--- src/rtl/operand_arbiter_pipe.sv ---
// EX-stage operand arbiter: forwarding resolution, load-use stall, registered valid/ready output.
// Optional perf counters (stall cycles, forwarded packets) under OPERAND_ARB_PERF_CNT_EN.
module operand_arbiter_fwd_sel #(
  parameter int XLEN    = 32,
  parameter int NUM_FWD = 2,
  parameter int REG_AW  = 5
) (
  input  logic                      use_i,
  input  logic [REG_AW-1:0]         addr_i,
  input  logic [XLEN-1:0]           rf_data_i,
  input  logic [NUM_FWD-1:0]        fwd_valid_i,
  input  logic [NUM_FWD-1:0]        fwd_pending_i,
  input  logic [NUM_FWD*REG_AW-1:0] fwd_rd_addr_i,
  input  logic [NUM_FWD*XLEN-1:0]   fwd_data_i,
  output logic [XLEN-1:0]           data_o,
  output logic                      hit_o,
  output logic                      pend_o
);
  // Walk oldest to youngest so the youngest (lowest k) match overrides.
  always_comb begin
    data_o = (addr_i == '0) ? '0 : rf_data_i;
    hit_o  = 1'b0;
    pend_o = 1'b0;
    for (int k = NUM_FWD-1; k >= 0; k--) begin
      if (use_i && fwd_valid_i[k] && (addr_i != '0) &&
          (fwd_rd_addr_i[k*REG_AW +: REG_AW] == addr_i)) begin
        data_o = fwd_data_i[k*XLEN +: XLEN];
        hit_o  = 1'b1;
        pend_o = fwd_pending_i[k];
      end
    end
  end
endmodule

module operand_arbiter_pipe #(
  parameter int XLEN    = 32,
  parameter int NUM_FWD = 2,
  parameter int REG_AW  = 5
) (
  input  logic                      i_clk,
  input  logic                      i_reset,
  input  logic                      i_valid,
  output logic                      o_ready,
  input  logic [REG_AW-1:0]         i_rs1_addr,
  input  logic [REG_AW-1:0]         i_rs2_addr,
  input  logic                      i_use_rs1,
  input  logic                      i_use_rs2,
  input  logic                      i_op_a_use_pc,
  input  logic                      i_op_b_use_imm,
  input  logic [XLEN-1:0]           i_pc,
  input  logic [XLEN-1:0]           i_imm,
  input  logic [XLEN-1:0]           i_rs1_data,
  input  logic [XLEN-1:0]           i_rs2_data,
  input  logic [NUM_FWD-1:0]        i_fwd_valid,
  input  logic [NUM_FWD-1:0]        i_fwd_pending,
  input  logic [NUM_FWD*REG_AW-1:0] i_fwd_rd_addr,
  input  logic [NUM_FWD*XLEN-1:0]   i_fwd_data,
  input  logic                      i_flush,
  output logic                      o_valid,
  input  logic                      i_ready,
  output logic [XLEN-1:0]           o_operand_a,
  output logic [XLEN-1:0]           o_operand_b,
  output logic [XLEN-1:0]           o_rs1_data,
  output logic [XLEN-1:0]           o_rs2_data,
`ifdef OPERAND_ARB_PERF_CNT_EN
  output logic [31:0]               o_stall_cycles,
  output logic [31:0]               o_fwd_count,
`endif
  output logic                      o_hazard
);
  logic [1:0]             rs_use, rs_hit, rs_pend;
  logic [1:0][REG_AW-1:0] rs_addr;
  logic [1:0][XLEN-1:0]   rs_rf, rs_fwd;

  assign rs_use  = {i_use_rs2, i_use_rs1};
  assign rs_addr = {i_rs2_addr, i_rs1_addr};
  assign rs_rf   = {i_rs2_data, i_rs1_data};

  for (genvar s = 0; s < 2; s++) begin : g_rs
    operand_arbiter_fwd_sel #(.XLEN(XLEN), .NUM_FWD(NUM_FWD), .REG_AW(REG_AW)) u_sel (
      .use_i        (rs_use[s]),
      .addr_i       (rs_addr[s]),
      .rf_data_i    (rs_rf[s]),
      .fwd_valid_i  (i_fwd_valid),
      .fwd_pending_i(i_fwd_pending),
      .fwd_rd_addr_i(i_fwd_rd_addr),
      .fwd_data_i   (i_fwd_data),
      .data_o       (rs_fwd[s]),
      .hit_o        (rs_hit[s]),
      .pend_o       (rs_pend[s])
    );
  end

  logic            load;
  logic [XLEN-1:0] op_a_d, op_b_d;
  logic            valid_q;
  logic [XLEN-1:0] op_a_q, op_b_q, rs1_q, rs2_q;

  assign o_hazard = i_valid & |(rs_hit & rs_pend);
  assign o_ready  = ~o_hazard & (~valid_q | i_ready) & ~i_flush;
  assign load     = i_valid & o_ready;

  always_comb begin
    op_a_d = '0;
    op_b_d = '0;
    if (i_op_a_use_pc)    op_a_d = i_pc;
    else if (i_use_rs1)   op_a_d = rs_fwd[0];
    if (i_op_b_use_imm)   op_b_d = i_imm;
    else if (i_use_rs2)   op_b_d = rs_fwd[1];
  end

  always_ff @(posedge i_clk or posedge i_reset) begin
    if (i_reset) begin
      valid_q <= 1'b0;
      op_a_q  <= '0;
      op_b_q  <= '0;
      rs1_q   <= '0;
      rs2_q   <= '0;
    end else begin
      if (i_flush)      valid_q <= 1'b0;
      else if (load)    valid_q <= 1'b1;
      else if (i_ready) valid_q <= 1'b0;
      if (load) begin
        op_a_q <= op_a_d;
        op_b_q <= op_b_d;
        rs1_q  <= rs_fwd[0];
        rs2_q  <= rs_fwd[1];
      end
    end
  end

  assign o_valid     = valid_q;
  assign o_operand_a = op_a_q;
  assign o_operand_b = op_b_q;
  assign o_rs1_data  = rs1_q;
  assign o_rs2_data  = rs2_q;

`ifdef OPERAND_ARB_PERF_CNT_EN
  typedef enum logic {RUN, STALL} state_e;
  state_e      state_q, state_d;
  logic [31:0] stall_q, fwdc_q;

  always_comb begin
    state_d = state_q;
    case (state_q)
      RUN:     if (i_valid && o_hazard)  state_d = STALL;
      STALL:   if (!o_hazard || i_flush) state_d = RUN;
      default: state_d = RUN;
    endcase
  end

  always_ff @(posedge i_clk or posedge i_reset) begin
    if (i_reset) begin
      state_q <= RUN;
      stall_q <= '0;
      fwdc_q  <= '0;
    end else begin
      state_q <= state_d;
      if (state_q == STALL && i_valid && stall_q != '1) stall_q <= stall_q + 32'd1;
      if (load && |rs_hit && fwdc_q != '1)              fwdc_q  <= fwdc_q + 32'd1;
    end
  end

  assign o_stall_cycles = stall_q;
  assign o_fwd_count    = fwdc_q;
`endif
endmodule

--- config.mk ---
export PLATFORM = sky130hd
export DESIGN_NAME = operand_arbiter_pipe
export DESIGN_NICKNAME = d
export VERILOG_FILES = /design/src/rtl/operand_arbiter_pipe.sv
export SDC_FILE = /design/constraint.sdc
export NUM_CORES = 1
export LEC_CHECK = 0
export BUFFER_PORTS_ARGS = -buffer_cell sky130_fd_sc_hd__buf_2
export CORE_MARGIN = 4
export CORE_UTILIZATION = 45
export CTS_CLUSTER_DIAMETER = 30
export DETAILED_ROUTE_END_ITERATION = 8
export PLACE_DENSITY = 0.8
export REMOVE_ABC_BUFFERS = 1
export SYNTH_ARGS = -nofsm -noshare
export SYNTH_HDL_FRONTEND = slang
export SYNTH_SLANG_ARGS = --single-unit
--- constraint.sdc ---
create_clock -name i_clk -period 10.59 [get_ports i_clk]
set_clock_uncertainty 0.05 [all_clocks]
set_input_delay 3.177 -clock i_clk [delete_from_list [all_inputs] [get_ports i_clk]]
set_output_delay 3.177 -clock i_clk [all_outputs]
set_load 0.05 [all_outputs]
; ---- Yosys cells after proc, flatten, opt, wreduce, memory -nomap -nowiden
; Index checks and enable logic that the tools add are counted.
[word_totals]
regBits = 129
inputBits = 225
output_inout_bits = 131
[classes]
n_eq_ne = 4
muxes = 21
n_bitwise = 9
n_reduce_logical = 18
[ops]
columns = cell, count
row1 = $mux W32, 10
row2 = $eq A5 B5 Y1, 4
row3 = $logic_and A1 B1 Y1, 12
row4 = $mux W1, 11
row5 = $logic_not A5 Y1, 2
row6 = $reduce_bool A5 Y1, 2
row7 = $and A1 B1 Y1, 4
row8 = $not A1 Y1, 3
row9 = $reduce_bool A3 Y1, 1
row10 = $and A2 B2 Y2, 1
row11 = $reduce_or A2 Y1, 1
row12 = $or A1 B1 Y1, 1

; ---- Depth between registers and ports, before layout
[depth]
word_depth = 14
depth_mapped = 9
mapped_depth_nobuf = 6

; ---- Hierarchy
; From an unflattened synthesis, not the netlist that was laid out.
[unflattened]
hier_cells = 783
area_unflattened_um2 = 8543.2
[modules_own_cells]
columns = module, instances, cells_per_inst, area_each_um2, seq_area_each_um2
row1 = operand_arbiter_pipe, 1, 403, 6163.4, 3228.1
row2 = operand_arbiter_fwd_sel, 2, 190, 1189.9, 0.0

; ---- Worst setup path after synthesis
; No wires, ideal clock.
[synth_timing]
path_type = input to output
start = input port i_rs2_addr[1]
end = output port o_ready
arrival_ns = 5.584
required_ns = 7.363
setup_slack_ns = 1.779
cell_stages = 6
path_buffers = 0
path_cell_list = xor2_1 -> or4_1 -> or3_1 -> a22oi_1 -> o21ai_0 -> a21boi_0
[synth_between]
elab_chain_cells = 11
elab_cells_between_ends = 17
cone_classes = 2 x eq/ne / 4 x mux / 5 x bitwise / 6 x reduce/logical
[synth_lines]
columns = element, line
row1 = start: declaration, 45  ; input logic [REG_AW-1:0] i_rs2_addr,
row2 = $reduce_bool A5 Y1, 25  ; if (use_i && fwd_valid_i[k] && (addr_i != '0) &&
row3 = $logic_and A1 B1 Y1 (2 in a row), 25
row4 = $mux W1 (2 in a row), 25
row5 = $and A2 B2 Y2 *, 99  ; assign o_hazard = i_valid & |(rs_hit & rs_pend);
row6 = $reduce_or A2 Y1 *, 99
row7 = $and A1 B1 Y1 *, 99
row8 = $not A1 Y1 *, 100  ; assign o_ready = ~o_hazard & (~valid_q | i_ready) & ~i_flush;
row9 = $and A1 B1 Y1 * (2 in a row), 100
row10 = end: declaration, 43  ; output logic o_ready,
; Every way passes the cells marked *; elsewhere a longest branch is shown, timed or not.

; ---- Worst setup path in the final report
[layout_timing]
start = input port i_fwd_rd_addr[1]
end = output port o_hazard
[layout_between]
elab_chain_cells = 6
elab_cells_between_ends = 11
cone_classes = 2 x eq/ne / 4 x mux / 2 x bitwise / 3 x reduce/logical
[layout_lines]
columns = element, line
row1 = start: declaration, 56  ; input logic [NUM_FWD*REG_AW-1:0] i_fwd_rd_addr,
row2 = $eq A5 B5 Y1, 26  ; (fwd_rd_addr_i[k*REG_AW +: REG_AW] == addr_i)) begin
row3 = $logic_and A1 B1 Y1, 25
row4 = $mux W1, 25
row5 = $and A2 B2 Y2 *, 99
row6 = $reduce_or A2 Y1 *, 99
row7 = $and A1 B1 Y1 *, 99
row8 = end: declaration, 69  ; output logic o_hazard
; Marks and branches as above.

==> results.cfg <==
[status]
status = complete, no violations

[grt]
grt_overflow = 0
grt_max_degree = 75
grt_pass1_wl_um = 42500
track_usage_pct = 27.9
antenna_found_initial = 3
grt_pass1_vias = 7863

[flow_run]
cap_violations = 0

[timing]
final-hold-violation-count = 0
max_freq_mhz = 114
slew_violations = 0
final-setup-viol-count = 0
min_period_ps = 8780
slew_headroom_pct = 34.2
period_share_pct = 82.9
fin_setup_tns_ps = 0
rsz0062_at_grt = no
fin_ws_ps = 1810
worst_pin_slew_ps = 987

[pwr]
p_leak_uw = 0.00500
p_sw_share_pct = 40.3
internal_power_uw = 1230
combPwrFrac_pct = 37.9
vdd_drop_max_v = 0.000115
total_power_uw = 2050
seqPwrFrac_pct = 31.7
net-switching-power_uw = 829
p_per_area_mw_per_mm2 = 202
clkPwrFrac_pct = 30.3

[cts]
cts_resized = 0
cts_tree = built
clk_pin_slew_worst_paths_ps = 60
cts_setup_buffers = 0
cts_sinks = 129
clock_path_buffers = 2
clk_latency_ps = 410
numCtsBuffers = 17
root_buffer = clkbuf_16
cts_hold_buf = 0
cts_htree_levels = 4

[worst_setup_path]
crit_top_cell = buf_2
crit_chain = buf_2, xor2_1, nor4_1, and3_2, o21ai_1, o21ai_0, and2_1, buf_2
cp.arrival_ps = 5550
crit_fanout = 33
critPathBufInv = 2
cp_slowest_cell = and3_2
slowest_delay_ps = 840
r2r_end = o_rs2_data[9]
rrSetupSlack_ps = 7710
path_class = in -> out
crit_family = simple AND/OR/NAND/NOR gates
r2r-start = o_valid
reg2regPathDepth = 4
worst_ep_required_time_ps = 7360
start_kind = input pin
endpoint_kind = output port

[routing]
vias = 7641
route.detailed.drc = 0
drtPass1Iterations = 5
wl_per_cell_um = 20.9
drtIter0Drc = 555
wl_um = 27600
vias_per_cell = 5.78
ant_nets = 0

[final_layout]
fillers = 1433
area_growth_pct = 32.4
drive_gt1_share_pct = 47.5
mostFrequentLayoutCells = buf_2, nor2_1, o21ai_0, dfrtp_1, mux2_4
nets = 1312
final_common_cell = buf_2

[worst_hold_path]
min_from = o_operand_b[28]
hp-class = reg -> reg
min_path_cells = 1
hold_end = o_operand_b[28]

[floorplan]
rows = 47
dieArea_mm2 = 0.0192
ioPinCount = 356
start_util_pct = 46.1
die_h_um = 139
coreArea_mm2 = 0.0166
die_x_um = 139

[synth]
synth-simple-area-share_pct = 11.4
synth_top_family_by_area = multiplexers
synth.avg_cell_area_um2 = 10.1
muxShareOfSynthArea_pct = 23.2
syn_area_mm2 = 0.00767
ys_seq_elements = 129
synth_xor_area_share_pct = 2.28
synth_compound_area_share_pct = 16.5
synthCells = 761
synth_cell_types = 35
yosysWarnings = 0
ys_seq_area_share_pct = 42.1
synthAdderAreaFrac_pct = 0

[placed_design]
dp_hpwl_um = 19100
gp_congestion = 0.859
place_ws_ps = 1860
portBuffers = 355
-- cells by family (layout without fill, tap and decap cells) --
kind of cell           count (synthesis)  after routing
flip-flops                           129            129
buffers and inverters                 65            404
XOR/XNOR                              20             20
AND/OR/NAND/NOR                      218            218
other                                  0              1
AO/OA/AOI/OAI                        201            201
multiplexers                         128            128
-- state kept, by name, indices dropped and copies added (netlist names) --
register,flops
o_valid,1
o_rs1_data,32
o_rs2_data,32
o_operand_a,32
o_operand_b,32
-- layer usage --
layer	share of wire [%]	wire length, um	vias up	GRT usage, %
met5	0.13	36	-	0
met4	4.1	1140	4	13.1
met3	11	3030	97	7.48
met2	49	13400	553	47.2
met1	36	10000	3600	33.0
li1	-	-	3387	-
-- area by class of cell --
class                   count  area [um2]  share of cell area (%)
diodes                      1        2.50                  0.0246
clock buffers              20         467                    4.59
clock inverters            12         156                    1.54
inverters                   4        20.0                   0.197
multi-input cells         567        4140                    40.7
flip-flops and latches    129        3230                    31.8
well taps                 220         275                    2.71
repair buffers            368        1870                    18.4
-- worst register-to-register path, delay by kind of cell (launching register included) --
family	cells	cell delay (ps)
AOI/OAI and AO/OA	2	1100
muxes	1	450
buffers and inverters	1	760
DFF	1	410
-- through the flow --
step                utilization (%)  hold WS (ps)  cells  cell area, um2
global route                   61.0           448   1321           10200
detailed placement             57.3           421   1288            9530
global placement               57.3           414   1288            9530
finish                         61.0           432   1321           10200
CTS                            61.0           434   1320           10200
floorplan                         -           779    700            7350
-- cell usage after synthesis --
cell,n,share of area [%]
or4_1,3,0.29
or3_1,1,0.082
buf_6,12,1.8
a31o_2,1,0.11
mux2_2,19,2.8
buf_4,1,0.098
o21ba_2,1,0.13
nor2b_1,2,0.16
and3_1,1,0.082
mux2_4,91,18
nor2_1,131,6.4
nand2_1,72,3.5
nor3b_4,1,0.24
o2111a_1,1,0.15
nand3_1,1,0.065
a21oi_1,1,0.065
dfrtp_1,129,42
and2_1,1,0.082
a221oi_1,64,7.3
nor4_1,1,0.082
o21ai_0,129,8.4
mux2_1,18,2.6
nor3_2,1,0.13
or4_4,1,0.15
xnor2_1,6,0.69
clkbuf_1,46,2.3
a22oi_1,1,0.098
o21ai_1,1,0.065
buf_2,1,0.065
inv_1,4,0.20
o21a_1,1,0.098
xor2_1,14,1.6
a21boi_0,1,0.098
buf_1,1,0.049
nor3_1,2,0.13
-- worst max path at each step --
stage	slack, ps	end	cells after the start	from
detailed placement	1860	o_hazard	8	i_fwd_rd_addr[1]
floorplan	520	o_operand_a[25]	6	i_fwd_rd_addr[1]
global placement	1880	o_hazard	8	i_fwd_rd_addr[1]
CTS	1840	o_hazard	8	i_fwd_rd_addr[1]
global route	1610	o_hazard	8	i_fwd_rd_addr[1]
finish	1810	o_hazard	8	i_fwd_rd_addr[1]
-- power by group through the flow --
stage | combinational (uW) | sequential [uW] | clock (uW)
finish | 779 | 652 | 623
global route | 812 | 663 | 651
CTS | 781 | 650 | 632
detailed placement | 780 | 656 | 0
global placement | 772 | 653 | 0
floorplan | 219 | 1000 | 0
(Power assumes the default switching activity.)
